===== config.mk =====
export PLATFORM = sky130hd
export DESIGN_NAME = mc_ctrl_fsm
export DESIGN_NICKNAME = d
export VERILOG_FILES = /design/src/rtl/mc_ctrl_fsm.sv
export SDC_FILE = /design/constraint.sdc
export NUM_CORES = 1
export LEC_CHECK = 0
export BUFFER_PORTS_ARGS = -buffer_cell sky130_fd_sc_hd__buf_2
export CAP_MARGIN = 40
export CORE_UTILIZATION = 30
export CTS_BUF_LIST = sky130_fd_sc_hd__clkbuf_2
export DETAILED_ROUTE_END_ITERATION = 8
export PLACE_DENSITY = 0.61
export SLEW_MARGIN = 0
export SYNTH_ARGS = -nofsm -noshare
export SYNTH_HDL_FRONTEND = slang
export SYNTH_SLANG_ARGS = --single-unit

===== constraint.sdc =====
create_clock -name clk -period 5.1 [get_ports clk]
set_input_delay 0.255 -clock clk [delete_from_list [all_inputs] [get_ports clk]]
set_output_delay 0.255 -clock clk [all_outputs]
set_load 0.005 [all_outputs]

===== src/rtl/mc_ctrl_fsm.sv =====
// mc_ctrl_fsm: multicycle MIPS-style control unit.
// Sequence: FETCH -> DECODE -> EXEC -> MEM -> WB, plus a TRAP state for
// syscall, cop0 and unknown opcodes. Every strobe is decoded from the current
// state, the live handshakes and rst, so FETCH, MEM and TRAP can respond to
// mem_ready/trap_ack, and reset can blank the outputs, in the same cycle.
module mc_ctrl_fsm #(
    parameter int MEM_HS  = 1,
    parameter int EXC_EN  = 1,
    parameter int ALUOP_W = 4,
    parameter int CNT_W   = 32
) (
    input  logic               clk,
    input  logic               rst,
    input  logic [5:0]         op,
    input  logic [5:0]         func,
    input  logic               mem_ready,
    input  logic               trap_ack,
    output logic               pc_write,
    output logic               ir_write,
    output logic               mem_req,
    output logic               mem_we,
    output logic               reg_write,
    output logic               alusrc,
    output logic               regdst,
    output logic               memtoreg,
    output logic               branch,
    output logic               bneorbeq,
    output logic               jump,
    output logic               isjal,
    output logic               isjr,
    output logic               zeroextend,
    output logic               iscop0,
    output logic               trap,
    output logic [ALUOP_W-1:0] aluop,
    output logic [2:0]         state,
    output logic [CNT_W-1:0]   retired
);

    typedef enum logic [2:0] {
        ST_FETCH  = 3'd0,
        ST_DECODE = 3'd1,
        ST_EXEC   = 3'd2,
        ST_MEM    = 3'd3,
        ST_WB     = 3'd4,
        ST_TRAP   = 3'd5
    } state_t;

    localparam logic [5:0] OP_RTYPE = 6'b000000;
    localparam logic [5:0] OP_J     = 6'b000010;
    localparam logic [5:0] OP_JAL   = 6'b000011;
    localparam logic [5:0] OP_BEQ   = 6'b000100;
    localparam logic [5:0] OP_BNE   = 6'b000101;
    localparam logic [5:0] OP_ADDI  = 6'b001000;
    localparam logic [5:0] OP_ADDIU = 6'b001001;
    localparam logic [5:0] OP_SLTI  = 6'b001010;
    localparam logic [5:0] OP_SLTIU = 6'b001011;
    localparam logic [5:0] OP_ANDI  = 6'b001100;
    localparam logic [5:0] OP_ORI   = 6'b001101;
    localparam logic [5:0] OP_XORI  = 6'b001110;
    localparam logic [5:0] OP_COP0  = 6'b010000;
    localparam logic [5:0] OP_LW    = 6'b100011;
    localparam logic [5:0] OP_SW    = 6'b101011;

    localparam logic [5:0] FN_JR      = 6'b001000;
    localparam logic [5:0] FN_SYSCALL = 6'b001100;

    localparam logic [3:0] ALU_ADD  = 4'd0;
    localparam logic [3:0] ALU_SUB  = 4'd1;
    localparam logic [3:0] ALU_AND  = 4'd2;
    localparam logic [3:0] ALU_OR   = 4'd3;
    localparam logic [3:0] ALU_XOR  = 4'd4;
    localparam logic [3:0] ALU_NOR  = 4'd5;
    localparam logic [3:0] ALU_SLT  = 4'd6;
    localparam logic [3:0] ALU_SLTU = 4'd7;
    localparam logic [3:0] ALU_SLL  = 4'd8;
    localparam logic [3:0] ALU_SRL  = 4'd9;
    localparam logic [3:0] ALU_SRA  = 4'd10;

    state_t           state_q, state_d;
    logic [5:0]       op_q, func_q;
    logic [CNT_W-1:0] retired_q;

    logic [5:0] cur_op, cur_func;
    logic       mem_done;
    logic       is_rtype, is_imm_alu, is_logic_imm, is_branch, is_load, is_store;
    logic       is_legal, retire;

    // ALU operation for an instruction; R-type decodes func, I-type decodes op
    function automatic logic [3:0] alu_code(input logic [5:0] o, input logic [5:0] f);
        logic [3:0] c;
        c = ALU_ADD;
        if (o == OP_RTYPE) begin
            casez (f)
                6'b10000?: c = ALU_ADD;
                6'b10001?: c = ALU_SUB;
                6'b100100: c = ALU_AND;
                6'b100101: c = ALU_OR;
                6'b100110: c = ALU_XOR;
                6'b100111: c = ALU_NOR;
                6'b101010: c = ALU_SLT;
                6'b101011: c = ALU_SLTU;
                6'b000000: c = ALU_SLL;
                6'b000010: c = ALU_SRL;
                6'b000011: c = ALU_SRA;
                default:   c = ALU_ADD;
            endcase
        end else begin
            case (o)
                OP_BEQ, OP_BNE: c = ALU_SUB;
                OP_ANDI:        c = ALU_AND;
                OP_ORI:         c = ALU_OR;
                OP_XORI:        c = ALU_XOR;
                OP_SLTI:        c = ALU_SLT;
                OP_SLTIU:       c = ALU_SLTU;
                default:        c = ALU_ADD;
            endcase
        end
        return c;
    endfunction

    // DECODE looks at the live IR; later states use the copy latched in DECODE
    assign cur_op   = (state_q == ST_DECODE) ? op   : op_q;
    assign cur_func = (state_q == ST_DECODE) ? func : func_q;

    // With the handshake disabled memory is treated as always ready
    assign mem_done = (MEM_HS == 0) || mem_ready;

    assign is_rtype     = (cur_op == OP_RTYPE);
    assign is_branch    = (cur_op == OP_BEQ) || (cur_op == OP_BNE);
    assign is_load      = (cur_op == OP_LW);
    assign is_store     = (cur_op == OP_SW);
    assign is_logic_imm = (cur_op == OP_ANDI) || (cur_op == OP_ORI) || (cur_op == OP_XORI);
    assign is_imm_alu   = (cur_op[5:3] == 3'b001) && (cur_op[2:0] != 3'b111);

    // Opcodes the datapath understands; anything else traps in DECODE
    always_comb begin
        case (cur_op)
            OP_RTYPE, OP_J, OP_JAL, OP_BEQ, OP_BNE,
            OP_ADDI, OP_ADDIU, OP_SLTI, OP_SLTIU,
            OP_ANDI, OP_ORI, OP_XORI,
            OP_COP0, OP_LW, OP_SW: is_legal = 1'b1;
            default:               is_legal = 1'b0;
        endcase
    end

    // Next-state and strobe decode for the current state; rst blanks everything
    always_comb begin
        state_d    = ST_FETCH;
        pc_write   = 1'b0;
        ir_write   = 1'b0;
        mem_req    = 1'b0;
        mem_we     = 1'b0;
        reg_write  = 1'b0;
        alusrc     = 1'b0;
        regdst     = 1'b0;
        memtoreg   = 1'b0;
        branch     = 1'b0;
        bneorbeq   = 1'b0;
        jump       = 1'b0;
        isjal      = 1'b0;
        isjr       = 1'b0;
        zeroextend = 1'b0;
        iscop0     = 1'b0;
        trap       = 1'b0;
        aluop      = '0;
        if (!rst) begin
            case (state_q)
                ST_FETCH: begin
                    mem_req = 1'b1;
                    if (mem_done) begin
                        ir_write = 1'b1;
                        pc_write = 1'b1;
                        state_d  = ST_DECODE;
                    end else begin
                        state_d  = ST_FETCH;
                    end
                end
                ST_DECODE: begin
                    iscop0 = (cur_op == OP_COP0);
                    if (cur_op == OP_J) begin
                        jump     = 1'b1;
                        pc_write = 1'b1;
                        state_d  = ST_FETCH;
                    end else if (cur_op == OP_JAL) begin
                        jump      = 1'b1;
                        isjal     = 1'b1;
                        reg_write = 1'b1;
                        pc_write  = 1'b1;
                        state_d   = ST_FETCH;
                    end else if (is_rtype && (cur_func == FN_JR)) begin
                        isjr     = 1'b1;
                        pc_write = 1'b1;
                        state_d  = ST_FETCH;
                    end else if ((is_rtype && (cur_func == FN_SYSCALL)) ||
                                 (cur_op == OP_COP0) || !is_legal) begin
                        state_d = (EXC_EN != 0) ? ST_TRAP : ST_FETCH;
                    end else begin
                        state_d = ST_EXEC;
                    end
                end
                ST_EXEC: begin
                    aluop      = ALUOP_W'(alu_code(cur_op, cur_func));
                    alusrc     = is_imm_alu || is_load || is_store;
                    zeroextend = is_logic_imm;
                    if (is_branch) begin
                        branch   = 1'b1;
                        bneorbeq = (cur_op == OP_BNE);
                        state_d  = ST_FETCH;
                    end else if (is_load || is_store) begin
                        state_d = ST_MEM;
                    end else begin
                        state_d = ST_WB;
                    end
                end
                ST_MEM: begin
                    mem_req = 1'b1;
                    mem_we  = is_store;
                    if (mem_done) begin
                        state_d = is_store ? ST_FETCH : ST_WB;
                    end else begin
                        state_d = ST_MEM;
                    end
                end
                ST_WB: begin
                    reg_write = 1'b1;
                    regdst    = is_rtype;
                    memtoreg  = is_load;
                    state_d   = ST_FETCH;
                end
                ST_TRAP: begin
                    trap = 1'b1;
                    if (trap_ack) begin
                        pc_write = 1'b1;
                        state_d  = ST_FETCH;
                    end else begin
                        state_d  = ST_TRAP;
                    end
                end
                default: state_d = ST_FETCH;
            endcase
        end
    end

    // An instruction retires when control returns to FETCH, except out of TRAP
    assign retire = (state_d == ST_FETCH) && (state_q != ST_FETCH) && (state_q != ST_TRAP);

    // State register, IR field latch and retired-instruction counter
    always_ff @(posedge clk) begin
        if (rst) begin
            state_q   <= ST_FETCH;
            op_q      <= '0;
            func_q    <= '0;
            retired_q <= '0;
        end else begin
            state_q <= state_d;
            if (state_q == ST_DECODE) begin
                op_q   <= op;
                func_q <= func;
            end
            if (retire) begin
                retired_q <= retired_q + CNT_W'(1);
            end
        end
    end

    assign state   = state_q;
    assign retired = retired_q;

endmodule


Word level (Yosys, flattened, before mapping)
Memories as Yosys holds them, arrays and structs flattened.
Cells that the tools add are included.
{ "word_totals": {"reg_bits": 47, "romBits": 64, "inputBits": 16, "mem_count": 1} }
{ "mem_list": {"columns": ["memory", "depth", "word_bits", "rd", "rd_ports_with_merged_regs", "write_ports", "line", "text"], "rows": [
  ["(name not given)", 64, 1, 1, 0, 0, "137", "case (cur_op)"]
]} }
{ "op_classes": {"addsub": 1, "n_eq_ne": 31, "mux": 63, "n_reduce_logical": 21} }
{ "ops": {"columns": ["op", "n"], "rows": [
  ["$eq 6x6->1 const B", 8],
  ["$mux 1", 43],
  ["$eq 6x4->1 const B", 7],
  ["$pmux 4 s10", 1],
  ["$add 32x1->32 const B", 1],
  ["$mux 3", 10],
  ["$eq 6x2->1 const B", 4],
  ["$pmux 3 s6", 1],
  ["$pmux 3 s5", 1],
  ["$eq 6x3->1 const B", 2],
  ["$logic_not 6->1", 2],
  ["$mux 4", 3],
  ["$mux 6", 2],
  ["$logic_or 1x1->1", 8],
  ["$eq 3x1->1 const B", 2],
  ["$eq 3x2->1 const B", 2],
  ["$eq 3x3->1 const B", 2],
  ["$eq 6x5->1 const B", 1],
  ["$logic_not 3->1", 2],
  ["$ne 3x3->1 const B", 2],
  ["$eq 5x5->1 const B", 1],
  ["$logic_and 1x1->1", 5],
  ["$reduce_or 2->1", 2],
  ["$pmux 1 s3", 1],
  ["3 further kinds", 3]
]} }

Depth between registers and ports, before layout
Gate-level depths: netlist of run 1.
{ "depth": {"depth_word": 15, "ltp_mapped": 9, "depth_no_buf": 6} }

Worst setup path after synthesis of run 1
No wires, ideal clock.
{ "synth_path": {"kind": "reg-to-reg", "from": "reg state_q[0] (netlist: state[0])", "to": "reg retired_q[22] (netlist: retired[22])", "t_arrival_ns": 2.276, "t_required_ns": 5.030, "slack_ns": 2.754, "stages_incl_launch_ff": 8, "n_path_buf": 1, "period_less_slack_ns": 2.346, "cell_sequence": "dfxtp_1 -> nor3b_2 -> mux2i_1 -> nand2_1 -> a22o_1 -> clkbuf_1 -> or4_1 -> a21oi_1"} }
{ "synth_via": {"elab_chain_len": 15} }
{ "synth_lines": {"columns": ["element", "line", "text"], "rows": [
  ["start: declaration", "79", "state_t state_q, state_d;"],
  ["start signal: assignment", "255", "state_q <= state_d;"],
  ["parallel branches: the longest is 14 deep, another holds $mem_v2 64x1", null, null],
  ["$logic_and 1x1->1 *", "245", "assign retire = (state_d == ST_FETCH) && (state_q != ST_FETCH) && (state_q != ST_TRAP);"],
  ["end signal: assignment", "261", "retired_q <= retired_q + CNT_W'(1);"],
  ["end: declaration", "81", "logic [CNT_W-1:0] retired_q;"]
]} }
Every way passes the cells marked *.
A chain may end at the register's enable or synchronous reset.

Final worst setup path of run 1
{ "layout_path": {"from": "reg state_q[2] (netlist: state[2])", "to": "out isjr"} }
{ "layout_via": {"elab_chain_len": 9} }
{ "layout_lines": {"columns": ["element", "line", "text"], "rows": [
  ["$eq 3x1->1 *", "122, 123, 167", null],
  ["$mux 6", null, null],
  ["$eq 6x4->1 or $logic_not 6->1 (tied branches)", "190, 128", null],
  ["$logic_and 1x1->1", "190", "end else if (is_rtype && (cur_func == FN_JR)) begin"],
  ["$mux 1", "190", null],
  ["$mux 1", "184", "end else if (cur_op == OP_JAL) begin"],
  ["$mux 1", "180", "if (cur_op == OP_J) begin"],
  ["$mux 1 *", "167", "case (state_q)"],
  ["$mux 1 *", "166", "if (!rst) begin"],
  ["end: declaration", "30", "output logic isjr,"]
]} }
Mark *: on every way between the ends. The rest lies on a longest branch, timed or not.

==> impl_metrics.toml, run 1 <==
[power]
finalPower_mw = 1.36
p_leak_nw = 1.43
ir_drop_uv = 154
power_density_nw_per_um2 = 356

[logic_synthesis]
synth.area.top_cells = "dfxtp_1, a21oi_1, o31ai_1, or4_1, nand2_1"
ys_ff_latch = 47
synth_fp_nets = 459
yosysMostFrequentCell = "nand2_1"
synth-main-ff-cell = "dfxtp_1"
synthTopCellsByCount = "nand2_1, dfxtp_1, a21oi_1"
synth_async_sr_flop_share_pct = 0
synth_cell_types = 61
synth.top_cell.area_share_pct = 28.4
syn_area_per_cell_um2 = 7.49
synth.yosys.seq_area_share_pct = 28.4
synth_cells = 442
yosys.area.top_type = "dfxtp_1"
synth_edf_count = 0
ys_warn_count = 0
syn-cell-area_um2 = 3310

[layout]
area_delta_synth_final_pct = 15.3
drive_above_1_share_pct = 19.6
layout.cells.non_filler = 625
final_area_um2 = 3820
final_util_pct = 36.3
antenna_cells = 0
nets = 505

[sta]
setup_viol = 0
fin_crit_sh_pct = 72.4
finClkSkew_ns = 0.0285
hold_ws_ns = 0.0400
slew_headroom_pct = 39.3
fmax_ghz = 0.271
post-route-min-period_ns = 3.69
worst_pin_slew_ns = 0.911
hold_viol = 0
slew_violations = 0
timing.setup.tns_ns = 0
layout_setup_ws_ns = 1.41
rsz0062_at_grt = "false"

[floorplanning]
die_w_um = 107
start_util_pct = 31.5
core_area_um2 = 10500
pin_count = 71
die_y_um = 107
dieArea_um2 = 11500
num_rows = 37

[clocking]
clk_path_buf_depth = 2
cts.repair.resized = 0
clock-sinks = 47
clk-insertion-delay-late_ns = 0.46
clkTransAtPathRegs_ns = 0.28
post-cts-setup-buffers = 0
ctsHoldBuffers = 0
cts_made_buffers = 5
cts_tree = "done"
clock_tree.root_cell = "clkbuf_2"
htree_levels = 2

[place]
portBuffers = 70
placed_cell_area_um2 = 3740
place.gp.congestion = 0.875
place_ws_ns = 1.81
placed_cells = 617
place_hpwl_mm = 6.78

[setup_path]
critPathKind = "reg2out"
required_ns = 4.85
crit_fanout = 26
worstSetupStartpointType = "flip-flop"
cp-end-kind = "output port"
worstPathArrival_ns = 3.44

[routing]
firstDrtPassIters = 5
first_iter_violations = 220
drtAntennaViolNets = 0
routed-via-count = 3603
viasPerCell = 5.76
route.detailed.drc = 0
wl_per_cell_um = 15.5
finalWirelength_mm = 9.70

[global_routing]
grt_pass1_vias = 3271
grt_pass1_wl_mm = 15.9
grt_max_degree = 60
grt_antenna_before_repair = 0
grt_overflow = 0
track_usage_pct = 16.9

[run_status]
outcome = "completed"

[run]
maxCapViolCount = 0

[min_path]
min_path_type = "in2reg"
## sequential cells by signal, summed over array words and instances (netlist names)
name and count:
op_q 6, retired 32, func_q 6, state 3
## where the power goes
group          internal, mW  switching [mW]
Sequential            0.400          0.0674
Combinational         0.231           0.433
Clock                0.0859           0.140
Total                 0.717           0.641
## kinds of logic after synthesis
kind of cell / Yosys count / synth area share, %
buffers and inverters: 40 / 4.88
adders and majority gates: 1 / 0.378
and+or+nand+nor: 217 / 36.4
muxes: 12 / 3.71
xor gates and xnor gates: 1 / 0.265
AOI/OAI and AO/OA: 124 / 25.9
DFF: 47 / 28.4
## worst paths after layout
check / start / endpoint / slack (ns) / depth (start not counted)
worst max register to register: state[0] / retired[27] / 1.71 / 8
worst min register to register: retired[20] / retired[20] / 0.51 / 2
worst min-delay path: func[5] / func_q[5] / 0.04 / 3
worst max-delay path: state[2] / isjr / 1.41 / 6
## layout make-up
class,count,area [um^2]
Fill cell,1116,6690
Inverter,3,11.3
Timing Repair Buffer,76,408
Tap cell,136,170
Multi-Input combinational cell,355,2210
Sequential cell,47,941
Clock inverter,3,47.5
Clock buffer,5,25.0
## critical path, cell delays in order (launching register included)
cell and delay (ns):
dfxtp_1 0.67, or3b_1 0.80, nand4_1 0.32, nor3_1 0.37
a41oi_1 0.08, a2111oi_0 0.56, buf_2 0.21
## cells in the final DEF (no fill, tap or decap), types with 6 or more instances in the layout
master and n:
a21oi_1 44, and2_1 6, and3_1 11, buf_2 70
dfxtp_1 47, mux2i_1 10, nand2_1 51, nand2b_1 8
nand3_1 16, nand4_1 12, nor2_1 34, nor2b_1 9
nor3_1 12, nor4_1 6, o31ai_1 28, or4_1 28
## routing by layer
layer	track usage (%)	wire, um	up-vias
li1	-	-	1783
met1	22.6	4630	1702
met2	28.1	4530	109
met3	2.86	451	9
met4	4.40	84	0
met5	0	0	-
Power figures use the tool's default switching activity.
==> inputs of run 2 (changes only) <==
==> constraint.sdc (replaced) <==
create_clock -name clk -period 3.5 [get_ports clk]
set_input_delay 0.175 -clock clk [delete_from_list [all_inputs] [get_ports clk]]
set_output_delay 0.175 -clock clk [all_outputs]
set_load 0.005 [all_outputs]
==> run 2 against run 1 <==
Net effect:
- critical path depth rose by 1
- final cell count rose by 1.3%
- combinational power rose by 51%
- global-route usage rose by 0.50 points
- sequential power rose by 46%
- worst setup slack got worse by 1.1 ns
- final area rose by 2.0%
- hold slack improved by 0.0089 ns
- die area did not move
- critical path type unchanged
- critical endpoint unchanged
- largest power group unchanged
==> impl_metrics.toml, run 2 (same netlist as run 1, synthesis figures left out) <==
[sta]
rsz0062_at_grt = "false"
slew_headroom_pct = 55.8
layout_setup_ws_ns = 0.290
finClkSkew_ns = 0.0250
fmax_ghz = 0.312
hold_viol = 0
setup_viol = 0
fin_crit_sh_pct = 91.7
worst_pin_slew_ns = 0.646
timing.setup.tns_ns = 0
slew_violations = 0
post-route-min-period_ns = 3.21

[setup_path]
critPathSlowestCell = "dfxtp_1"
worstPathArrival_ns = 3.03
max_stage_delay_ns = 0.68
r2r_setup_slack_ns = 0.82
critPathKind = "reg2out"
worstSetupStartpointType = "flip-flop"
cp-end-kind = "output port"
r2r-end = "retired[26]"
r2r_cells = 7
crit_fanout = 14
cpLargestDelayFamily = "simple AND/OR/NAND/NOR gates"
crit_chain = "or3b_1, buf_4, nand4_1, nor3_1, a41oi_1, a2111oi_0, buf_2"
required_ns = 3.32
rr_startpoint = "state[2]"
path_buf_inv = 2

[layout]
fill_cells = 1104
area_delta_synth_final_pct = 17.6
largest_reg_flops = 32
final_common_cell = "buf_2"
nets = 513
drive_above_1_share_pct = 20.5
layout_common_cells = "buf_2, nand2_1, dfxtp_1, a21oi_1, nor2_1"
antenna_cells = 0

[run_status]
outcome = "completed"

[routing]
drtAntennaViolNets = 0
routed-via-count = 3734
route.detailed.drc = 0
finalWirelength_mm = 9.92
wl_per_cell_um = 15.7
firstDrtPassIters = 4
first_iter_violations = 224
viasPerCell = 5.90

[power]
finalPower_mw = 2.01
ir_drop_uv = 311
p_leak_nw = 1.46
power_density_nw_per_um2 = 517

[min_path]
min_path_type = "in2reg"
holdPathStages = 3
holdPathEnd = "func_q[2]"
holdCritStartpoint = "func[2]"

[clocking]
clk_path_buf_depth = 2
clk-insertion-delay-late_ns = 0.45
clock_tree.root_cell = "clkbuf_2"
htree_levels = 2
cts_tree = "done"
cts_made_buffers = 5
clkTransAtPathRegs_ns = 0.26
clock-sinks = 47

[place]
place.gp.congestion = 0.940
place_ws_ns = 0.610
portBuffers = 70
place_hpwl_mm = 6.93

[global_routing]
track_usage_pct = 17.4
grt_pass1_vias = 3288
grt_max_degree = 60
grt_pass1_wl_mm = 16.1
grt_overflow = 0
grt_antenna_before_repair = 0

[floorplanning]
dieArea_um2 = 11500
die_y_um = 107
core_area_um2 = 10500
die_w_um = 107
start_util_pct = 31.5
num_rows = 37
pin_count = 71

[run]
maxCapViolCount = 0
-- run 2: changes by cell type in the layout (fill, tap and decap cells not counted), sizes merged --
cell / before / now
dlygate4sd3: 0 / 4
buf: 76 / 80
-- run 2: how the worst max path moves through the flow --
stage             start           to  slack [ns]  cells past startpoint
2_1_floorplan  state[0]  retired[22]        1.15                      7
3_3_place_gp   state[0]     aluop[1]        0.75                      8
3_5_place_dp   state[0]     aluop[1]        0.61                      8
4_1_cts        state[0]     aluop[1]       0.008                      8
5_1_grt        state[2]         isjr        0.06                      7
6_report       state[2]         isjr        0.29                      7
-- run 2: through the flow --
step / utilization, % / std cells / hold WS (ns) / cell area [um^2]
floorplan: - / 442 / 0.311 / 3310
CTS: 37.0 / 633 / 0.0122 / 3890
finish: 37.0 / 633 / 0.0489 / 3890
global route: 37.0 / 633 / 0.0376 / 3890
detailed placement: 35.9 / 621 / 0.471 / 3770
global placement: 35.9 / 621 / 0.467 / 3770
-- run 2: layout make-up --
cell class                      count  area, um^2  share of cell area [%]
Multi-Input combinational cell    355        2220                    57.0
Sequential cell                    47         942                    24.2
Timing Repair Buffer               84         478                    12.3
Tap cell                          136         170                    4.37
Clock inverter                      3        47.5                    1.22
Clock buffer                        5        25.0                   0.643
Inverter                            3        11.3                   0.289
-- run 2: timing repair --
item	4_1_cts	5_1_grt
hold buffers	4	0
gates resized for setup	0	2
endpoints found under the setup margin	0	4
setup buffers	0	0
hold endpoints to repair	4	0
-- run 2: per-layer routing --
layer	track usage (%)	wire, um	up-vias
li1	-	-	1808
met1	23.8	4580	1794
met2	28.4	4710	124
met3	2.86	531	8
met4	4.50	98	0
met5	0	0	-
-- run 2: worst reg2reg max path: stages (launching register included) --
cell and delay [ns]:
dfxtp_1 0.68, nand2b_1 0.35, o2bb2ai_1 0.10, a221oi_1 0.48, a21oi_4 0.13, buf_12 0.20, or4_1 0.54, a21oi_1 0.18
-- run 2: report_power, final --
group          switching (mW)  total [mW]  internal (mW)
registers              0.0973       0.681          0.584
logic                   0.642        1.00          0.360
clock network           0.202       0.327          0.125
==> inputs of run 3 (changes only) <==
--- a/config.mk
+++ b/config.mk
@@ -10,7 +10,7 @@
 export CORE_UTILIZATION = 30
 export CTS_BUF_LIST = sky130_fd_sc_hd__clkbuf_2
 export DETAILED_ROUTE_END_ITERATION = 8
-export PLACE_DENSITY = 0.61
+export PLACE_DENSITY = 0.52
 export SLEW_MARGIN = 0
 export SYNTH_ARGS = -nofsm -noshare
 export SYNTH_HDL_FRONTEND = slang
==> run 3 against run 2 <==
Net effect:
- clock-buffer cell count unchanged
- critical path type unchanged
- combinational power about the same
- sequential share of layout area about the same
- via count decreased by 1.6%
- final cell count increased by 0.32%
- power decreased by 0.59%
- largest power group unchanged
==> impl_metrics.toml, run 3 (same netlist as run 1, synthesis figures left out) <==
[routing]
routed-via-count = 3675
first_iter_violations = 235
drtAntennaViolNets = 0
finalWirelength_mm = 10.2
firstDrtPassIters = 5
wl_per_cell_um = 16.1
viasPerCell = 5.79
route.detailed.drc = 0

[layout]
layout_common_cells = "buf_2, nand2_1, dfxtp_1, a21oi_1, nor2_1"
drive_above_1_share_pct = 20.6
final_area_um2 = 3900
largest_reg_flops = 32
area_delta_synth_final_pct = 17.7
antenna_cells = 0
nets = 515
final_common_cell = "buf_2"

[floorplanning]
core_area_um2 = 10500
start_util_pct = 31.5
dieArea_um2 = 11500
pin_count = 71
num_rows = 37
die_w_um = 107
die_y_um = 107

[power]
ir_drop_uv = 286
power_density_nw_per_um2 = 513
p_leak_nw = 1.46
finalPower_mw = 2.00

[sta]
hold_ws_ns = 0.0437
slew_headroom_pct = 46.7
post-route-min-period_ns = 3.07
slew_violations = 0
rsz0062_at_grt = "false"
hold_viol = 0
fin_crit_sh_pct = 87.8
worst_pin_slew_ns = 0.777
finClkSkew_ns = 0.0354
timing.setup.tns_ns = 0
fmax_ghz = 0.326
setup_viol = 0

[clocking]
clk-insertion-delay-late_ns = 0.46
clock_tree.root_cell = "clkbuf_2"
post-cts-setup-buffers = 0
clk_path_buf_depth = 2
cts_made_buffers = 5
clkTransAtPathRegs_ns = 0.28
clock-sinks = 47
htree_levels = 2
cts_tree = "done"

[setup_path]
critPathKind = "reg2out"
max_stage_delay_ns = 0.72
cp_num_cells = 7
r2r_setup_slack_ns = 0.64
crit_fanout = 14
worstSetupStartpointType = "flip-flop"
r2r-end = "retired[27]"
worstPathArrival_ns = 2.90
required_ns = 3.32
cpLargestDelayFamily = "simple AND/OR/NAND/NOR gates"
cp-end-kind = "output port"
r2r_cells = 7
critPathSlowestCell = "dfxtp_1"
crit_chain = "or3b_1, buf_4, nand4_1, nor3_1, a41oi_1, a2111oi_0, buf_2"
rr_startpoint = "state[1]"
path_buf_inv = 2

[global_routing]
grt_max_degree = 60
grt_pass1_wl_mm = 16.9
grt_antenna_before_repair = 0
grt_overflow = 0
grt_pass1_vias = 3374
track_usage_pct = 18.2

[min_path]
holdCritStartpoint = "func[2]"
min_path_type = "in2reg"
holdPathStages = 3
holdPathEnd = "func_q[2]"

[place]
place_hpwl_mm = 7.05
place.gp.congestion = 0.941
placed_cell_area_um2 = 3780
portBuffers = 70

[run_status]
outcome = "completed"

[run]
maxCapViolCount = 0
run 3: per-layer routing:
layer | track usage (%) | vias to the layer above | routed length, um
met5 | 0 | - | 0
met4 | 4.70 | 0 | 139
met3 | 2.74 | 13 | 575
met2 | 29.5 | 114 | 4680
met1 | 25.2 | 1742 | 4810
li1 | - | 1806 | -
run 3: per-stage QoR:
step                cells  utilization, %  setup slack [ns]
floorplan             442               -              1.15
global placement      623            36.0             0.791
detailed placement    623            36.0             0.737
CTS                   635            37.1             0.300
global route          635            37.1            0.0661
finish                635            37.1             0.428
run 3: layout make-up:
cell class	count	area [um^2]
fillers	1142	6610
multi-input cells	355	2220
flip-flops and latches	47	942
repair buffers	86	480
well taps	136	170
clock inverters	3	46.3
clock buffers	5	25.0
inverters	3	11.3
run 3: worst max-delay path by stage:
| stage | startpoint | endpoint | slack, ns |
|---|---|---|---|
| after floorplan | state[0] | retired[22] | 1.15 |
| after global placement | state[1] | retired[31] | 0.79 |
| after detailed placement | state[1] | retired[27] | 0.74 |
| after CTS | state[0] | aluop[1] | 0.30 |
| after global routing | state[2] | isjr | 0.07 |
| final | state[2] | isjr | 0.43 |
run 3: worst reg2reg max path, delay by kind of cell, from the launching register on:
family / cells / cell delay (ns)
AO/OA/AOI/OAI: 2 / 0.41
buffers and inverters: 1 / 0.28
flip-flops: 1 / 0.69
multiplexers: 1 / 0.64
AND/OR/NAND/NOR: 3 / 0.79
run 3: report_power, final:
group,leakage (nW),internal (mW),switching [mW]
clock,0.0396,0.123,0.209
combinational,1.04,0.341,0.647
sequential,0.381,0.584,0.0941
run 3: repair_timing:
item,4_1_cts,5_1_grt
endpoints found under the hold margin,4,0
hold buffers,4,0
resized for setup,0,1
endpoints found under the setup margin,0,1
